$ cat config.mk
export PLATFORM = sky130hd
export DESIGN_NAME = fetch_unit
export DESIGN_NICKNAME = d
export VERILOG_FILES = /design/src/rtl/fetch_pkg.sv /design/src/rtl/inst_fifo.sv /design/src/rtl/fetch_unit.sv
export SDC_FILE = /design/constraint.sdc
export NUM_CORES = 1
export LEC_CHECK = 0
export BUFFER_PORTS_ARGS = -buffer_cell sky130_fd_sc_hd__buf_2
export CAP_MARGIN = 20
export CORE_MARGIN = 2
export CORE_UTILIZATION = 40
export DETAILED_ROUTE_END_ITERATION = 6
export GPL_TIMING_DRIVEN = 1
export SLEW_MARGIN = 40
export SYNTH_ARGS = -nofsm -noshare
export SYNTH_HDL_FRONTEND = slang
export SYNTH_HIERARCHICAL = 1
export SYNTH_SLANG_ARGS = --single-unit
$ cat constraint.sdc
create_clock -name clk -period 3.4 [get_ports clk]
set_clock_uncertainty 0.15 [all_clocks]
set_input_delay 0.17 -clock clk [delete_from_list [all_inputs] [get_ports clk]]
set_output_delay 0.17 -clock clk [all_outputs]
set_load 0.03 [all_outputs]
$ cat src/rtl/fetch_pkg.sv
// Shared types and constants for the instruction fetch stage.
package fetch_pkg;

    localparam int INST_W = 16;
    localparam int PC_W   = 16;

    localparam logic [PC_W-1:0] DEFAULT_RESET_PC = 16'h0000;

    typedef enum logic [1:0] {
        IDLE   = 2'd0,
        FETCH  = 2'd1,
        HALTED = 2'd2
    } fetch_state_t;

endpackage

$ cat src/rtl/inst_fifo.sv
// Small instruction buffer; each entry carries {pc, inst}.
// Flush empties the buffer at the clock edge and overrides push/pop.
// Head data reads as zero while the buffer is empty.
module inst_fifo #(
    parameter int DEPTH = 2,
    parameter int WIDTH = 32
) (
    input  logic                     clk,
    input  logic                     rst,
    input  logic                     flush,
    input  logic                     push,
    input  logic [WIDTH-1:0]         push_data,
    input  logic                     pop,
    output logic [WIDTH-1:0]         head_data,
    output logic [$clog2(DEPTH):0]   count,
    output logic                     empty,
    output logic                     full
);

    localparam int AW = $clog2(DEPTH);
    localparam int CW = AW + 1;

    logic [WIDTH-1:0] mem [DEPTH];
    logic [AW-1:0]    wr_ptr;
    logic [AW-1:0]    rd_ptr;
    logic             pop_ok;
    logic             push_ok;

    assign empty   = (count == '0);
    assign full    = (count == CW'(DEPTH));
    assign pop_ok  = pop & ~empty;
    // A full buffer may still accept a push when the head leaves the same cycle.
    assign push_ok = push & (~full | pop_ok);

    assign head_data = empty ? '0 : mem[rd_ptr];

    // Pointer and occupancy bookkeeping; reset and flush both empty the buffer.
    always_ff @(posedge clk) begin
        if (!rst) begin
            wr_ptr <= '0;
            rd_ptr <= '0;
            count  <= '0;
        end else if (flush) begin
            wr_ptr <= '0;
            rd_ptr <= '0;
            count  <= '0;
        end else begin
            if (push_ok) wr_ptr <= wr_ptr + AW'(1);
            if (pop_ok)  rd_ptr <= rd_ptr + AW'(1);
            count <= count + CW'(push_ok) - CW'(pop_ok);
        end
    end

    // Entry storage; contents are only meaningful between write and read pointers.
    always_ff @(posedge clk) begin
        if (rst && !flush && push_ok) begin
            mem[wr_ptr] <= push_data;
        end
    end

endmodule

$ cat src/rtl/fetch_unit.sv
// Instruction fetch stage: owns the PC, issues word reads to a synchronous
// instruction memory (data returns one cycle after the request), buffers the
// returned words and hands them to the controller.
//
// Handshake (inst_valid / inst_ready): inst_valid is asserted whenever the
// buffer holds a word and never depends on inst_ready; inst_out/inst_pc stay
// stable while inst_valid=1 and inst_ready=0; a word is consumed exactly in a
// cycle where inst_valid=1 and inst_ready=1 are both seen at the rising edge.
module fetch_unit
    import fetch_pkg::*;
#(
    parameter int                ADDR_W     = PC_W,
    parameter int                DATA_W     = INST_W,
    parameter logic [ADDR_W-1:0] RESET_PC   = DEFAULT_RESET_PC,
    parameter int                FIFO_DEPTH = 2
) (
    input  logic              clk,
    input  logic              rst,
    output logic              imem_req,
    output logic [ADDR_W-1:0] imem_addr,
    input  logic [DATA_W-1:0] imem_data,
    input  logic              redirect_valid,
    input  logic [ADDR_W-1:0] redirect_pc,
    input  logic              halt,
    output logic              inst_valid,
    input  logic              inst_ready,
    output logic [DATA_W-1:0] inst_out,
    output logic [ADDR_W-1:0] inst_pc,
    output fetch_state_t      state_dbg
);

    localparam int CW      = $clog2(FIFO_DEPTH) + 1;
    localparam int ENTRY_W = ADDR_W + DATA_W;

    fetch_state_t      state;
    fetch_state_t      state_next;
    logic [ADDR_W-1:0] pc;
    logic [ADDR_W-1:0] tag;
    logic              inflight;

    logic [CW-1:0]     count;
    logic              fifo_empty;
    logic              fifo_full;
    logic [ENTRY_W-1:0] head_data;
    logic              pop;
    logic              push;
    logic [CW:0]       occupancy;
    logic              room;

    assign state_dbg  = state;
    assign imem_addr  = pc;
    assign inst_valid = ~fifo_empty;
    assign inst_pc    = head_data[ENTRY_W-1:DATA_W];
    assign inst_out   = head_data[DATA_W-1:0];
    assign pop        = inst_valid & inst_ready;

    // A returning word is dropped only when a redirect makes it stale.
    assign push = inflight & ~redirect_valid;

    // Buffered + outstanding words after this cycle's pop must leave a slot
    // free, so a return can never find the buffer full.
    assign occupancy = {1'b0, count} + (CW+1)'(inflight) - (CW+1)'(pop);
    assign room      = (occupancy < (CW+1)'(FIFO_DEPTH)) & ~(fifo_full & ~pop);

    inst_fifo #(
        .DEPTH (FIFO_DEPTH),
        .WIDTH (ENTRY_W)
    ) u_inst_fifo (
        .clk       (clk),
        .rst       (rst),
        .flush     (redirect_valid),
        .push      (push),
        .push_data ({tag, imem_data}),
        .pop       (pop),
        .head_data (head_data),
        .count     (count),
        .empty     (fifo_empty),
        .full      (fifo_full)
    );

    // FSM state register.
    always_ff @(posedge clk) begin
        if (!rst) begin
            state <= IDLE;
        end else begin
            state <= state_next;
        end
    end

    // Next-state and request decode; redirect always takes priority over halt.
    always_comb begin
        state_next = state;
        imem_req   = 1'b0;
        case (state)
            IDLE: begin
                state_next = FETCH;
            end
            FETCH: begin
                imem_req = room & ~redirect_valid & ~halt;
                if (!redirect_valid && halt) begin
                    state_next = HALTED;
                end
            end
            HALTED: begin
                if (redirect_valid) begin
                    state_next = FETCH;
                end
            end
            default: begin
                state_next = IDLE;
            end
        endcase
    end

    // PC advances on each issued request (wrapping) or jumps on a redirect.
    always_ff @(posedge clk) begin
        if (!rst) begin
            pc <= RESET_PC;
        end else if (redirect_valid) begin
            pc <= redirect_pc;
        end else if (imem_req) begin
            pc <= pc + ADDR_W'(1);
        end
    end

    // Remember which PC the outstanding read belongs to.
    always_ff @(posedge clk) begin
        if (!rst) begin
            inflight <= 1'b0;
            tag      <= '0;
        end else begin
            inflight <= imem_req;
            if (imem_req) begin
                tag <= pc;
            end
        end
    end

endmodule

### Word level (Yosys, flattened, before mapping)

Memories as Yosys holds them, arrays and structs flattened. A register that Yosys moved wholly into a read port is not among the register bits.
Index checks and enable logic that the tools add are counted.
Widths: inputs -> output; s select.

| word-level totals | value |
|---|---|
| register bits after elaboration | 39 |
| RAM bits | 64 |
| input bits | 37 |
| output and inout port bits | 52 |
| logic and storage cells | 57 |
| memories kept | 1 |

Memories:

| name | depth | width | read ports | clocked after memory_dff | wr ports | line | source |
|---|---|---|---|---|---|---|---|
| u_inst_fifo.mem | 2 | 32 | 1 | 1 | 1 | inst_fifo.sv:23 | `logic [WIDTH-1:0] mem [DEPTH];` |

| cells by class | value |
|---|---|
| $add $sub $neg | 7 |
| magnitude comparators | 1 |
| equality and inequality tests | 5 |
| multiplexer cells | 11 |
| bitwise logic cells | 16 |
| reductions and logical operators | 9 |

Operator list:

| operator | count |
|---|---|
| $mux 16 | 2 |
| $mux 32 | 1 |
| $add 16x1->16 const B | 1 |
| $and 1x1->1 | 8 |
| $not 1->1 | 7 |
| $pmux 2 s3 | 1 |
| $mux 1 | 5 |
| $eq 2x2->1 const B | 2 |
| $logic_not 2->1 | 2 |
| $mux 2 | 2 |
| $ne 2x2->1 const B | 2 |
| $add 2x1->3 | 1 |
| $logic_and 1x1->1 | 3 |
| $lt 3x2->1 const B | 1 |
| $sub 3x1->3 | 1 |
| $add 1x1->1 const B | 2 |
| $add 2x1->2 | 1 |
| $eq 2x1->1 const B | 1 |
| $reduce_and 2->1 | 1 |
| $reduce_bool 2->1 | 1 |
| $reduce_or 2->1 | 1 |
| $sub 2x1->2 | 1 |
| $logic_not 1->1 | 1 |
| $or 1x1->1 | 1 |

### Depth between registers and ports, before layout

| depth | value |
|---|---|
| depth after elaboration | 12 |
| mapped depth | 14 |
| gate-level depth less buffers | 11 |

### Modules after synthesis

Netlist, hierarchy kept.

By module, submodules not included:

| module | instances | cells each | area each (um^2) | sequential area each (um^2) |
|---|---|---|---|---|
| inst_fifo | 1 | 164 | 2,635.0 | 2,021.9 |
| fetch_unit | 1 | 209 | 1,789.2 | 700.7 |

### Worst setup path after synthesis

No wires, ideal clock.

| path | value |
|---|---|
| path type | register to register |
| start point | reg u_inst_fifo.count[1] |
| end point | reg tag[11] |
| setup time | 70 ps |
| arrival time | 3,177 ps |
| data required time | 3,180 ps |
| setup slack | 3 ps |
| stages on the path, launching flop included | 15 |
| path buffers | 3 |
| clock period less this slack | 3,397 ps |
| cell sequence | dfxtp_1 -> nor2_1 -> clkbuf_1 -> nand2b_1 -> inv_1 -> ha_1 -> nand2b_1 -> fa_1 -> nand4bb_1 -> a2111o_1 -> inv_2 -> buf_6 -> buf_4 -> nand2_1 -> a21boi_1 |

| on the way | value |
|---|---|
| word-level cells in the longest chain between the ends | 10 |
| elaborated cells on any way between the ends | 14 |
| classes of those cells | add/sub (2); order compare (1); eq/ne (1); mux (1); bitwise (8); reduce/logical (1) |

RTL lines:

| element | line | source |
|---|---|---|
| start, declared | inst_fifo.sv:15 | `output logic [$clog2(DEPTH):0] count,` |
| start signal, assigned | inst_fifo.sv:50 | `count <= count + CW'(push_ok) - CW'(pop_ok);` |
| $logic_not 2->1 * | inst_fifo.sv:29 | `assign empty = (count == '0);` |
| net fifo_empty | fetch_unit.sv:42 | `logic fifo_empty;` |
| $not 1->1 * | fetch_unit.sv:52 | `assign inst_valid = ~fifo_empty;` |
| $and 1x1->1 * | fetch_unit.sv:55 | `assign pop = inst_valid & inst_ready;` |
| net pop | fetch_unit.sv:45 | `logic pop;` |
| parallel branches: the longest is 3 deep, another holds $sub 3x1->3 | n/a |  |
| $and 1x1->1 * | fetch_unit.sv:63 | `assign room = (occupancy < (CW+1)'(FIFO_DEPTH)) & ~(fifo_full & ~pop);` |
| $and 1x1->1 * (2 in a row) | fetch_unit.sv:99 | `imem_req = room & ~redirect_valid & ~halt;` |
| $mux 1 * | fetch_unit.sv:94 | `case (state)` |
| net imem_req | fetch_unit.sv:19 | `output logic imem_req,` |
| end signal, assigned | fetch_unit.sv:134 | `tag <= pc;` |
| end, declared | fetch_unit.sv:38 | `logic [ADDR_W-1:0] tag;` |

Mark *: on every way through the listed nets, which the timed path passes.
A chain may end at the register's enable or synchronous reset.

### Worst setup path in the final report

| path | value |
|---|---|
| start point | reg u_inst_fifo.count[1] |
| end point | out imem_req |

| on the way | value |
|---|---|
| word-level cells in the longest chain between the ends | 10 |
| elaborated cells on any way between the ends | 14 |
| classes of those cells | add/sub (2); order compare (1); eq/ne (1); mux (1); bitwise (8); reduce/logical (1) |

RTL lines:

| element | line |
|---|---|
| $logic_not 2->1 * | inst_fifo.sv:29 |
| net fifo_empty | fetch_unit.sv:42 |
| $not 1->1 * | fetch_unit.sv:52 |
| $and 1x1->1 * | fetch_unit.sv:55 |
| net pop | fetch_unit.sv:45 |
| parallel branches: the longest is 3 deep, another holds $sub 3x1->3 | n/a |
| $and 1x1->1 * | fetch_unit.sv:63 |
| $and 1x1->1 * (2 in a row) | fetch_unit.sv:99 |
| $mux 1 * | fetch_unit.sv:94 |
| end, declared | fetch_unit.sv:19 |

Marks and branches as above.

==> key figures <==
STA
  • F_max: around 310 MHz
  • Setup TNS after final layout: 0 ps
  • RSZ-0062 raised after global routing: no
  • Final Hold Violating Endpoints: 0
  • Final period util: 95.4%
  • Count of final setup violators: 0
  • Worst Tran Pin Value: between 500 and 600 ps
  • Worst max-slew margin expressed relative to the limit: between 60% and 70%
  • Clock period minus final worst setup slack: between 3000 and 4000 ps
  • Final max-slew violation count: 0

Synthesis
  • Number of distinct library cells after synthesis: 56
  • Mean post-synth cell area: about 12 µm²
  • Cell count after synthesis: approximately 370
  • Share of the synthesized area in the top cell type: a little over two fifths
  • Sequential cell area fraction in the yosys report: approximately 62%
  • Synth area leaders: edfxtp_1 43%, dfxtp_1 18%, mux2i_1 7.7%
  • Combined area of all synthesized cells: 0.00442 mm²
  • Total number of yosys warnings: 6
  • Cell taking the most area after synthesis: edfxtp_1
  • Main flop type after synthesis: edfxtp_1
  • Async set-or-reset flop fraction in the synthesized netlist: 0%
  • Number of register bits inferred by synthesis: approximately 100
  • Number of enable flip-flop cells after synthesis: 64
  • Synthesized Nets: approximately 410

Routing
  • Final wirelength: approximately 9.2 mm
  • 1st-pass router iterations: 4
  • Remaining antenna violation count after routing: 0
  • Detailed-route via count: 3193
  • Detailed-route vias per instance: ~5
  • Routed wire per std cell: ~15 µm
  • Total DRC errors in the routed layout: 0
  • Iter 0 DRT Violations: around 170

Floorplanning
  • Height of the chip: 109 µm
  • Area enclosed by the die boundary: 0.0119 mm²
  • Row count: 38
  • Starting density of the core: 41.0%
  • Top-level I/O count: 89
  • Core region area: between 0.01 and 0.015 mm²
  • Die width: between 100 and 150 µm

Clock network
  • Cell at the root of the clock tree: clkbuf_8
  • Clock Path Buffers: 2
  • Latest clock arrival within the worst-skew pair: approximately 360 ps
  • Register clock-pin slew on the reported worst setup and hold paths: about 100 ps
  • Sink Count: between 100 and 150
  • Number of buffers added by the clock tree synthesis step: 9
  • Clock tree from TritonCTS: yes
  • H-tree levels: 3

Layout
  • Filler cell count: 970
  • Final standard cell area without fillers: about 0.0056 mm²
  • Layout cells sized above 1: 25.2%
  • Post-synthesis to final-layout area growth: 26.2%
  • Number of nets in the finished design: between 500 and 600
  • Number of antenna diodes: 0
  • Most frequent cells in the layout: 87 x buf_2, 64 x edfxtp_1, 42 x nand2_1, 40 x nor2_1, 37 x dfxtp_1
  • Leading cell type in the layout, fill and taps excluded: buf_2

Worst hold path
  • Hold crit path type: input port to flip-flop
  • Launch point of the worst hold path: rst
  • Terminating pin of the worst hold path: u_inst_fifo/count[0]
  • Number of stages on the worst hold path: 3

Worst setup path
  • FF-to-FF setup slack: a little under 400 ps
  • Endpoint of the most critical register-to-register path: imem_addr[11]
  • Arrival time of the worst setup path: around 3000 ps
  • R2R Path Start: u_inst_fifo/count[1]
  • Nature of the critical path startpoint: flip-flop
  • Crit path required time: between 3000 and 4000 ps
  • Largest fanout on the critical path: 19
  • Critical path start-end classification: flip-flop to output port
  • Logic depth of the worst register-to-register path: 12
  • Critical path capture point type: output port

GRT
  • Vias in the first global route: between 2k and 3k
  • Sum of overflow across all layers after global routing: 0
  • First-pass GRT wire length: between 10 and 15 mm
  • Global-route usage over all layers: between 15 and 20%
  • Maximum number of pins on one net before global-route repair: 39
  • Antenna violations before repair: 0

Power and ir drop
  • Power density over the cells: roughly 400 mW/mm²
  • IR drop worst, VDD: a little under 0.2 mV
  • Power Total: 2.28 mW
  • Leak Pwr: ~2.1 nW

Run
  • Maximum Capacitance Violations: 0

Placed design
  • Area after detailed placement: 0.00502 mm²
  • HPWL after detailed placement: between 6 and 7 mm
  • Number of buffer cells added on primary ports: just under 90
  • Placer congestion estimate: 0.761

Outcome
  • Run status: finished clean
-- worst max-delay path, cell delays in order (launching register included) --
cell and delay, ps:
dfxtp_4 390, nor2_4 110, nand2b_4 140, inv_1 70, ha_1 260, nand2b_1 160
fa_2 540, nand4bb_1 140, a2111o_1 340, inv_2 100, buf_12 160, buf_6 140
-- registers in the layout, summed over array words and instances, names as in the netlist, named ones only --
register	count
imem_addr	16
inflight	1
state_dbg	2
tag	16
u_inst_fifo/count	2
u_inst_fifo/mem	64
u_inst_fifo/rd_ptr	1
u_inst_fifo/wr_ptr	1
-- where the power goes --
group          internal, mW  switching [mW]
combinational        0.0868          0.0977
clock                 0.282           0.441
sequential             1.35          0.0247
-- logic make-up after synthesis --
logic type,synth area share [%]
buf+inv,3.42
xor+xnor,0.792
mux,7.95
fa+ha+maj,1.30
flops,61.5
compound gates,11.7
simple gates,13.3
-- final cells by class --
| class | instances | area (µm²) | share of cell area (%) |
|---|---|---|---|
| clock buffers | 9 | 124 | 2.22 |
| clock inverters | 7 | 61.3 | 1.10 |
| multi-input cells | 236 | 1580 | 28.4 |
| inverters | 12 | 45.0 | 0.807 |
| well taps | 140 | 175 | 3.14 |
| flip-flops and latches | 104 | 2730 | 48.9 |
| repair buffers | 128 | 862 | 15.4 |
-- layer usage --
| layer | global-route usage (%) | part of all wire [%] | vias up |
|---|---|---|---|
| met2 | 24.0 | 45 | 99 |
| met3 | 2.93 | 5.9 | 11 |
| li1 | - | - | 1598 |
| met4 | 5.97 | 1.3 | 0 |
| met5 | 0 | 0 | - |
| met1 | 21.9 | 48 | 1485 |
-- Yosys cell counts (2+ instances only) --
cell and number:
edfxtp_1 64, nor2_1 43, nand2_1 42, dfxtp_1 40, mux2i_1 34, a21boi_1 16, clkbuf_1 12, inv_1 11
o21ai_0 8, nand3_1 6, a21boi_0 5, nand4_1 5, a32oi_1 4, and2_1 4, buf_2 4, nand2b_1 4
nor2b_1 4, o21a_1 4, a211oi_1 3, a21oi_1 3, a32o_1 3, a41o_1 3, and3_1 3, ha_1 3
nor3_1 3, xor2_1 3, a211o_1 2, a31oi_1 2, and3b_1 2, and4_1 2, buf_4 2, buf_6 2
nor4_1 2, o2bb2ai_1 2, o31ai_1 2
-- how the worst max path moves through the flow --
stage                   end  slack, ps  cells past startpoint            startpoint
6_report           imem_req        160                     11  u_inst_fifo/count[1]
5_1_grt            imem_req         30                     11  u_inst_fifo/count[1]
4_1_cts            imem_req         30                     11  u_inst_fifo/count[1]
3_5_place_dp   imem_addr[1]        230                     11  u_inst_fifo/count[1]
3_3_place_gp   imem_addr[1]        380                     11  u_inst_fifo/count[1]
2_1_floorplan       tag[11]          3                     14  u_inst_fifo/count[1]
-- per-stage QoR --
stage                     setup slack [ps]  instances  util [%]  hold slack [ps]
after global routing                  26.8        636      51.7             94.3
after global placement                 381        587      46.5              210
after floorplan                       2.76        373         -              119
after detailed placement               228        587      46.5              216
final                                  156        636      51.7             65.6
after CTS                             31.3        635      51.5             56.1
-- what timing repair did --
item,in CTS,in global routing
hold buffers,31,0
cloned,1,0
pin swaps,0,1
buffers inserted,0,1
hold endpoints to repair,47,0
endpoints found under the setup margin,1,1
resized for setup,4,4
No activity file was read; power rests on OpenSTA's default activity.
